--- src/rtl/snake_pkg.sv ---
// Shared snake game definitions: coordinates, directions, FSM states and wall limits.
package snake_pkg;

    typedef logic [10:0] coord_t;

    typedef struct packed {
        coord_t x;
        coord_t y;
    } pt_t;

    typedef enum logic [1:0] {
        IDLE = 2'b00,
        RUN  = 2'b01,
        DEAD = 2'b10,
        WON  = 2'b11
    } state_t;

    localparam logic [1:0] DIR_RIGHT = 2'b00;
    localparam logic [1:0] DIR_LEFT  = 2'b01;
    localparam logic [1:0] DIR_UP    = 2'b10;
    localparam logic [1:0] DIR_DOWN  = 2'b11;

    localparam coord_t WALL_X_MIN = 11'd212;
    localparam coord_t WALL_X_MAX = 11'd468;
    localparam coord_t WALL_Y_MIN = 11'd112;
    localparam coord_t WALL_Y_MAX = 11'd368;

    // Opposite directions differ only in the LSB of the encoding.
    function automatic logic [1:0] dir_reverse(input logic [1:0] d);
        return d ^ 2'b01;
    endfunction

    function automatic logic outside_walls(input pt_t p);
        return (p.x < WALL_X_MIN) || (p.x > WALL_X_MAX) ||
               (p.y < WALL_Y_MIN) || (p.y > WALL_Y_MAX);
    endfunction

endpackage

--- src/rtl/snake_seg_match.sv ---
// Compares one point against segments FIRST..MAX_LEN-1, counting only indices below len_i.
module snake_seg_match
    import snake_pkg::*;
#(
    parameter int MAX_LEN = 40,
    parameter int FIRST   = 0
) (
    input  pt_t                  pt_i,
    input  pt_t [MAX_LEN-1:0]    seg_i,
    input  logic [7:0]           len_i,
    output logic                 hit_o
);

    always_comb begin
        hit_o = 1'b0;
        for (int i = FIRST; i < MAX_LEN; i++) begin
            if ((i < int'(len_i)) && (seg_i[i] == pt_i)) begin
                hit_o = 1'b1;
            end
        end
    end

endmodule

--- src/rtl/snake_body_ctrl.sv ---
// Snake body/game-state controller; SNAKE_SELF_COLLISION_EN enables the self-hit check.
// state | meaning: IDLE shown, static | RUN moving on ticks | DEAD lost | WON reached MAX_LEN
module snake_body_ctrl
    import snake_pkg::*;
#(
    parameter int MAX_LEN   = 40,
    parameter int START_LEN = 3,
    parameter int START_X   = 340,
    parameter int START_Y   = 240
) (
    input  logic        Clock,
    input  logic        Reset,
    input  logic        iMoveTick,
    input  logic        iDirValid,
    input  logic [1:0]  iDir,
    input  logic [10:0] iFoodLocationX,
    input  logic [10:0] iFoodLocationY,
    input  logic [10:0] iPixelRow,
    input  logic [10:0] iPixelCol,
    output logic [7:0]  oSnakeLength,
    output logic        oRandEn,
    output logic        oCtrlOff,
    output logic [1:0]  oSnakePixel
);

    state_t               state_q;
    logic [1:0]           dir_q;
    logic [1:0]           pend_q;
    logic                 eval_q;
    logic [7:0]           len_q;
    logic                 rand_q;
    logic                 off_q;
    logic [1:0]           pix_q;
    pt_t [MAX_LEN-1:0]    seg_q;

    pt_t  head_d;
    pt_t  pix_pt;
    pt_t  food_pt;
    logic pix_hit;
    logic self_hit;

    assign pix_pt  = '{x: iPixelCol, y: iPixelRow};
    assign food_pt = '{x: iFoodLocationX, y: iFoodLocationY};

    always_comb begin
        head_d = seg_q[0];
        case (pend_q)
            DIR_RIGHT: head_d.x = seg_q[0].x + 11'd1;
            DIR_LEFT:  head_d.x = seg_q[0].x - 11'd1;
            DIR_UP:    head_d.y = seg_q[0].y - 11'd1;
            default:   head_d.y = seg_q[0].y + 11'd1;
        endcase
    end

    snake_seg_match #(.MAX_LEN(MAX_LEN), .FIRST(0)) u_pix_match (
        .pt_i  (pix_pt),
        .seg_i (seg_q),
        .len_i (len_q),
        .hit_o (pix_hit)
    );

`ifdef SNAKE_SELF_COLLISION_EN
    snake_seg_match #(.MAX_LEN(MAX_LEN), .FIRST(1)) u_self_match (
        .pt_i  (seg_q[0]),
        .seg_i (seg_q),
        .len_i (len_q),
        .hit_o (self_hit)
    );
`else
    assign self_hit = 1'b0;
`endif

    always_ff @(posedge Clock) begin
        if (Reset) begin
            state_q <= IDLE;
            dir_q   <= DIR_RIGHT;
            pend_q  <= DIR_RIGHT;
            eval_q  <= 1'b0;
            len_q   <= 8'(START_LEN);
            rand_q  <= 1'b0;
            off_q   <= 1'b0;
            pix_q   <= 2'b00;
            for (int i = 0; i < MAX_LEN; i++) begin
                if (i < START_LEN) begin
                    seg_q[i].x <= coord_t'(START_X - i);
                    seg_q[i].y <= coord_t'(START_Y);
                end else begin
                    seg_q[i] <= '0;
                end
            end
        end else begin
            rand_q <= 1'b0;
            pix_q  <= {1'b0, pix_hit};
            // Pending direction is checked against the direction of the last move.
            if (iDirValid && (state_q == IDLE || state_q == RUN) &&
                (iDir != dir_reverse(dir_q))) begin
                pend_q <= iDir;
            end
            case (state_q)
                IDLE: begin
                    if (iDirValid) state_q <= RUN;
                end
                RUN: begin
                    if (eval_q) begin
                        eval_q <= 1'b0;
                        if (outside_walls(seg_q[0]) || self_hit) begin
                            state_q <= DEAD;
                            off_q   <= 1'b1;
                        end else if (seg_q[0] == food_pt) begin
                            rand_q <= 1'b1;
                            if (len_q < 8'(MAX_LEN)) len_q <= len_q + 8'd1;
                            if (len_q + 8'd1 == 8'(MAX_LEN)) begin
                                state_q <= WON;
                                off_q   <= 1'b1;
                            end
                        end
                    end else if (iMoveTick) begin
                        for (int i = 1; i < MAX_LEN; i++) begin
                            seg_q[i] <= seg_q[i-1];
                        end
                        seg_q[0] <= head_d;
                        dir_q    <= pend_q;
                        eval_q   <= 1'b1;
                    end
                end
                default: ;
            endcase
        end
    end

    assign oSnakeLength = len_q;
    assign oRandEn      = rand_q;
    assign oCtrlOff     = off_q;
    assign oSnakePixel  = pix_q;

endmodule

--- config.mk ---
export PLATFORM = sky130hd
export DESIGN_NAME = snake_body_ctrl
export DESIGN_NICKNAME = d
export VERILOG_FILES = /design/src/rtl/snake_pkg.sv /design/src/rtl/snake_seg_match.sv /design/src/rtl/snake_body_ctrl.sv
export SDC_FILE = /design/constraint.sdc
export NUM_CORES = 2
export LEC_CHECK = 0
export CAP_MARGIN = 20
export CELL_PAD_IN_SITES_DETAIL_PLACEMENT = 0
export CELL_PAD_IN_SITES_GLOBAL_PLACEMENT = 1
export CORE_ASPECT_RATIO = 1.25
export CORE_MARGIN = 10
export CORE_UTILIZATION = 50
export DETAILED_ROUTE_END_ITERATION = 10
export GPL_TIMING_DRIVEN = 0
export PLACE_DENSITY_LB_ADDON = 0.1
export SYNTH_ARGS = -nofsm -noshare
export SYNTH_HDL_FRONTEND = slang
export SYNTH_SLANG_ARGS = --single-unit
--- constraint.sdc ---
create_clock -name Clock -period 4 [get_ports Clock]
set_input_delay 0.4 -clock Clock [delete_from_list [all_inputs] [get_ports Clock]]
set_output_delay 0.4 -clock Clock [all_outputs]
set_load 0.02 [all_outputs]
**Yosys cells after proc, flatten, opt, wreduce, memory -nomap -nowiden**

Index checks and enable logic that the tools add are counted.
Widths: inputs -> output; s select.

- $add $sub $neg: 5
- $lt $le $gt $ge: 45
- Eq/ne operators: 50
- Multiplexer cells: 54
- Bitwise operators: 5
- Reductions and logical operators: 60

Operators with widths:

| kind | count |
|---|---|
| $eq 22x22->1 | 41 |
| $lt 5x8->1 const A | 16 |
| $lt 4x8->1 const A | 8 |
| $lt 6x8->1 const A | 8 |
| $mux 1 | 46 |
| $pmux 11 s2 | 2 |
| $logic_and 1x1->1 | 42 |
| $lt 3x8->1 const A | 4 |
| $add 11x1->11 const B | 2 |
| $gt 11x9->1 const B | 2 |
| $sub 11x1->11 const B | 2 |
| $lt 1x8->1 const A | 2 |
| $lt 2x8->1 const A | 2 |
| $reduce_and 4->1 | 3 |
| $lt 11x7->1 const B | 1 |
| $lt 11x8->1 const B | 1 |
| $mux 2 | 5 |
| $reduce_and 5->1 | 2 |
| $add 8x1->8 const B | 1 |
| $eq 8x6->1 const B | 1 |
| $lt 8x6->1 const B | 1 |
| $reduce_bool 2->1 | 4 |
| $ne 3x1->1 const B | 2 |
| $not 1->1 | 5 |
| other kinds (10) | 16 |

- Flip-flop bits (word level): 899
- Input port bits: 50
- Output and inout bits: 12
- Logic and storage cells: 308

**Logic depth before layout (Yosys ltp)**

- Depth in word-level cells: 42
- Gate-level depth with buffers: 11
- Gate-level depth less buffers: 10

**Hierarchy**

Synthesis repeated with hierarchy kept, for this count alone.

- Cell total of the unflattened synthesis: 5425
- Area, all modules: 42519.5 sq um

Modules (own cells, without submodules):

| module | times used | cells each | area an instance (sq um) |
|---|---|---|---|
| snake_body_ctrl | 1 | 4057 | 31815.5 |
| snake_seg_match | 1 | 1368 | 10704.0 |

**Worst setup path after synthesis**

OpenSTA, ideal clock, no wires.

- Path kind: reg-to-reg
- Start: register pend_q[0]
- End: register seg_q[19] in the netlist's numbering
- Library setup time: 0.122 ns
- Arrival time: 2.611 ns
- Data required time: 3.878 ns
- Path slack: 1.267 ns
- Stages on the path, launching flop included: 12
- Period minus slack after synthesis: 2.733 ns
- Cell sequence: dfxtp_1 -> clkbuf_1 -> nand2b_1 -> inv_1 -> ha_1 -> nor2b_1 -> o21ai_0 -> a21boi_0 -> o211ai_1 -> a21boi_0 -> or3_1 -> a311o_1

- Word-level cells in the longest chain between the ends: 3

Ends and longest elaborated chain:

| item | line | source |
|---|---|---|
| from (decl) | snake_body_ctrl.sv:28 | `logic [1:0] pend_q;` |
| from (signal assigned) | snake_body_ctrl.sv:97 | `pend_q <= iDir;` |
| $eq 2x1->1 or $logic_not 2->1 (tied branches) | snake_body_ctrl.sv:47 | `case (pend_q)` |
| $reduce_bool 2->1 (no line) | n/a |  |
| $reduce_and 4->1 (no line) | n/a |  |
| to (signal, indexed assignment) | snake_body_ctrl.sv:119 | `seg_q[i] <= seg_q[i-1];` |
| to (decl) | snake_body_ctrl.sv:34 | `pt_t [MAX_LEN-1:0] seg_q;` |

Several ways; a longest one is shown, not always the timed one.
A chain may end at the register's enable or synchronous reset.

**Worst setup path in the final report**

- Start: register len_q[5], in the netlist oSnakeLength[5]
- End: register pix_q[0], in the netlist oSnakePixel[0]

- Word-level cells in the longest chain between the ends: 42

Ends and longest elaborated chain:

| item | line | source |
|---|---|---|
| from (decl) | snake_body_ctrl.sv:30 | `logic [7:0] len_q;` |
| from (signal assigned) | snake_body_ctrl.sv:79 | `len_q <= 8'(START_LEN);` |
| from (signal assigned) | snake_body_ctrl.sv:111 | `if (len_q < 8'(MAX_LEN)) len_q <= len_q + 8'd1;` |
| $lt 1x8->1 | snake_seg_match.sv:17 | `if ((i < int'(len_i)) && (seg_i[i] == pt_i)) begin` |
| $logic_and 1x1->1 | snake_seg_match.sv:17 |  |
| $mux 1 (39 in series) | snake_seg_match.sv:17 |  |
| $mux 1 * | snake_seg_match.sv:17 |  |
| to (signal assigned) | snake_body_ctrl.sv:93 | `pix_q <= {1'b0, pix_hit};` |
| to (decl) | snake_body_ctrl.sv:33 | `logic [1:0] pix_q;` |

Every way passes the cells marked *; elsewhere a longest branch is shown, timed or not.

==> impl_summary.md <==
Hold path
The path type of the worst min-delay path is primary input to register.

Setup path
The required time of the worst setup path is 4470 ps. Counting cells, the worst reg-to-reg path comes to 9. The kind of launch point of the worst setup path is a register. Among cell families on the critical path, the largest total delay comes from simple AND/OR/NAND/NOR gates. The slowest stage of the critical path belongs to the cell nor4_2. The most critical setup path has its startpoint at oSnakeLength[5]$_SDFFE_PP0P_. The endpoint of the worst setup timing path is oSnakePixel[0]$_SDFF_PP0_. The setup slack on the worst flop-to-flop path is -30 ps.

The data arrival at the endpoint of the critical path is 4500 ps. The total buffers and inverters traversed by the critical path is 2. The critical path crosses 9 cells after its start point. The critical path endpoint category is a register. The start of the worst register-to-register path is oSnakeLength[5]$_SDFFE_PP0P_. The largest single stage delay on the critical path is 560 ps.

Along the worst path, the maximum fanout reaches 10. The start-to-end type of the worst setup path is register to register. The endpoint identified for the worst register-to-register timing path is oSnakePixel[0]$_SDFF_PP0_. Walking the worst path, the cells encountered are or3_1, clkbuf_1, nor2_4, buf_2, o21ai_0, nand3_1, o221ai_1, nor4_2, a31oi_1.

CTS
Clock tree synthesis found a total of ~900 sinks. The clock latency on the worst-skew pair is 690 ps. The clock tree from TritonCTS is built. The buffer cell driving the clock tree root is clkbuf_16. The CTS clock-pin slew for the worst setup and hold paths is 70 ps. The buffer levels on the longest clock path is 3. The total of hold buffers inserted after clock tree synthesis is 0. The number of buffers created by CTS is 95. The number of H-tree levels is 3.

Layout
Cells fill between 50% and 60% of the core in the end. The total area of multi-input combinational cells is 22600 µm². Counting the fill cells in the layout gives 8271.

The filler-free cell count of the finished design is 6751. The sequential cells in the finished layout cover a total of around 18000 µm². The post-route netlist has 4.822% of its cells at a drive strength greater than 1. The area growth from synthesis to layout is 12.23%. For this run, the post-layout net count is 5653.

Floorplanning
The die is roughly 280 µm wide. The floorplan row count is roughly 120. The vertical die dimension is 345.4 µm.

The total die area is 96810 µm². For this design the top-level I/O count stands at 62. For this configuration, the core starts out at a cell density of 50.34%.

The region available for standard cell placement spans 84120 µm².

Detailed routing
The pre-antenna-repair detailed-routing pass consisted of 6 iterations. Detailed routing inserted a total of 39780 vias. The DRC violations left is 0. The count of routing violations after the opening detailed-route iteration is 4390. The ratio of routed vias to standard cells is slightly below 6.

The total routed wirelength is roughly 180000 µm. Once detail routing completed, the nets flagged for antenna violations numbered 0. The routed length per placed instance is 27.30 µm.

Synthesis
The number of warnings issued by yosys is 0. After technology mapping, the gate count stands at 5438. The cell area that synthesis handed to floorplanning was approximately 42000 µm².

After synthesis, flip-flops and latches occupy 42.45% of the total area. The most used flip-flop cell after synthesis is dfxtp_1. In this run the mean area of a mapped cell was 7.787 µm². In this run, synthesis produced a sequential element count of 898.

The count of distinct cell types in the synthesized netlist is 59. The post-synthesis net count is between 5000 and 6000. In this run, synthesis inferred 0 flip-flops with an integrated enable. In the synthesized netlist the async set-or-reset flop fraction comes to 0%.

GRT
The number of global-route vias before repair was 37270. The first global-routing pass estimated between 200000 and 300000 µm of wire. The pin count of the biggest net entering global routing is 14. For met1 alone, demand over resource in global routing was 44.83%. Global routing used between 30% and 40% of the available tracks across all layers. The global-route track usage on met3 is 7.449%. The total grt overflow is 0. In this run the most used layer during global routing was met2.

The met2 demand-to-capacity share in global routing is 57.16%. The number of antenna violations at the first check in global routing is 4.

STA
The max-slew headroom at the worst pin is 15.66%. The slew at the pin with the worst max-slew slack is 1254 ps. Setup repair after global routing left no endpoint under its margin. The max-slew violation count is 0.

Clock skew on the completed layout was measured at 25.75 ps. The portion of the clock cycle consumed by the worst path in the final layout is 100.8%. The maximum clock frequency is 248.1 MHz. The final setup violation count is 1. The number of hold violations in the final report is 0. The final total negative setup slack is -30.29 ps. The minimum setup slack in the final design is -30.29 ps.

The time the worst path needs with I/O delays and setup is 4030 ps.

Pwr
The power per cell area is 431.7 nW/µm². The final total power is 20.52 mW. In this run the static leakage power is 15.36 nW. The worst-case IR drop observed on VDD is 0.0003577 V.

Place
The placed wire-length estimate after detailed placement is ~130000 µm. The congestion estimate from routability-driven global placement came to approximately 0.98. Input and output buffers added on the ports amount to 37. After detailed placement, the design holds a cell count of between 6000 and 7000.

Job
Across the run, the number of max-cap violations was 0.

Outcome
The checks that failed: negative setup slack. The run finished, with violations left.
Yosys cell counts, drive strengths merged (5+ instances only):
cell type	instances	share of area, %
nand2	1767	16
dfxtp	898	42
a21oi	866	10
xnor2	596	12
clkbuf	332	2.9
xor2	319	6.6
nand4	167	2.5
nor4	101	1.5
buf	94	1.1
nand3	46	0.54
nor2	30	0.27
nor3	27	0.33
o21ai	23	0.27
ha	20	0.59
inv	17	0.15
a211oi	11	0.20
o211ai	11	0.20
a31oi	9	0.13
or3	9	0.13
a2111oi	8	0.17
or4	8	0.15
a311oi	7	0.14
nor2b	7	0.10
mux2i	6	0.14
and2	5	0.074
nand2b	5	0.074
flip-flops by register name (all words and copies together) (netlist names):
name          flops
oSnakePixel       1
state_q           2
pend_q            2
oRandEn           1
dir_q             2
oSnakeLength      8
seg_q           880
oCtrlOff          1
eval_q            1
area by class of cell:
cell class	instances	share of cell area [%]
Multi-Input combinational cell	4097	47.56
Sequential cell	898	37.83
Antenna cell	1	0.005266
Inverter	17	0.1343
Clock buffer	140	6.040
Timing Repair Buffer	46	0.9583
Clock inverter	37	0.9741
Buffer	426	3.631
Tap cell	1089	2.867
metal layers:
metal  vias up  part of all wire (%)
met5         -                0.0071
met4         2                   8.0
met3       583                   9.2
met2      2017                    44
met1     19030                    39
li1      18160                     -
worst min path at each step:
stage / depth (start not counted) / endpoint / from / slack (ps)
finish: 4 / seg_q[10]$_SDFFE_PP0P_ / Reset / 430
CTS: 4 / seg_q[10]$_SDFFE_PP0P_ / Reset / 400
floorplan: 2 / dir_q[1]$_SDFFE_PP0P_ / dir_q[1]$_SDFFE_PP0P_ / 450
global placement: 2 / oCtrlOff$_SDFFE_PP0P_ / oCtrlOff$_SDFFE_PP0P_ / 440
global route: 3 / pend_q[0]$_SDFFE_PP0P_ / iDir[0] / 460
detailed placement: 2 / oCtrlOff$_SDFFE_PP0P_ / oCtrlOff$_SDFFE_PP0P_ / 440
logic make-up (layout without fill, tap and decap cells):
family                     after synthesis  after routing  synth area share [%]
buffers and inverters                  443            666                 4.222
xor gates and xnor gates               915            915                 18.93
and+or+nand+nor                       2187           2187                 21.61
muxes                                    6              6                0.1418
adders and majority gates               22             22                0.6855
AOI/OAI and AO/OA                      966            966                 11.95
DFF                                    898            898                 42.45
other                                    1              2              0.008856
power breakdown:
group	total [mW]	switching, mW	internal (mW)
Sequential	9.02	0.0478	8.97
Clock	9.56	3.95	5.61
Combinational	1.93	1.45	0.481
worst reg2reg max path, cell delays in order, from the launching register on:
cell	delay, ps
dfxtp_1	460
or3_1	400
clkbuf_1	390
nor2_4	260
buf_2	500
o21ai_0	480
nand3_1	210
o221ai_1	250
nor4_2	560
a31oi_1	310
cell usage in the layout (no fill, tap or decap), types with 17 or more instances in the layout:
cell / instances
a21oi_1: 866
buf_2: 93
clkbuf_1: 347
clkbuf_16: 98
clkbuf_8: 26
clkdlybuf4s50_1: 37
clkinv_2: 21
dfxtp_1: 898
ha_1: 20
inv_1: 17
nand2_1: 1767
nand3_1: 46
nand4_1: 166
nor2_1: 29
nor3_1: 25
nor4_1: 100
o21ai_0: 21
xnor2_1: 596
xor2_1: 319
what timing repair did:
action | CTS | global route
endpoints found under the setup margin | 1 | 1
pin swaps | 1 | 0
gates resized for setup | 3 | 1
buffers inserted | 1 | 0
through the flow:
| step | hold slack (ps) | worst slack (ps) | instance area [µm²] |
|---|---|---|---|
| 2_1_floorplan | 447.8 | 1267 | 42350 |
| 6_report | 429.3 | -30.29 | 47520 |
| 5_1_grt | 459.1 | 44.45 | 47520 |
| 3_3_place_gp | 439.2 | -802.6 | 44080 |
| 4_1_cts | 404.0 | 68.13 | 47520 |
| 3_5_place_dp | 443.9 | -732.5 | 44160 |
(Power assumes the default switching activity.)
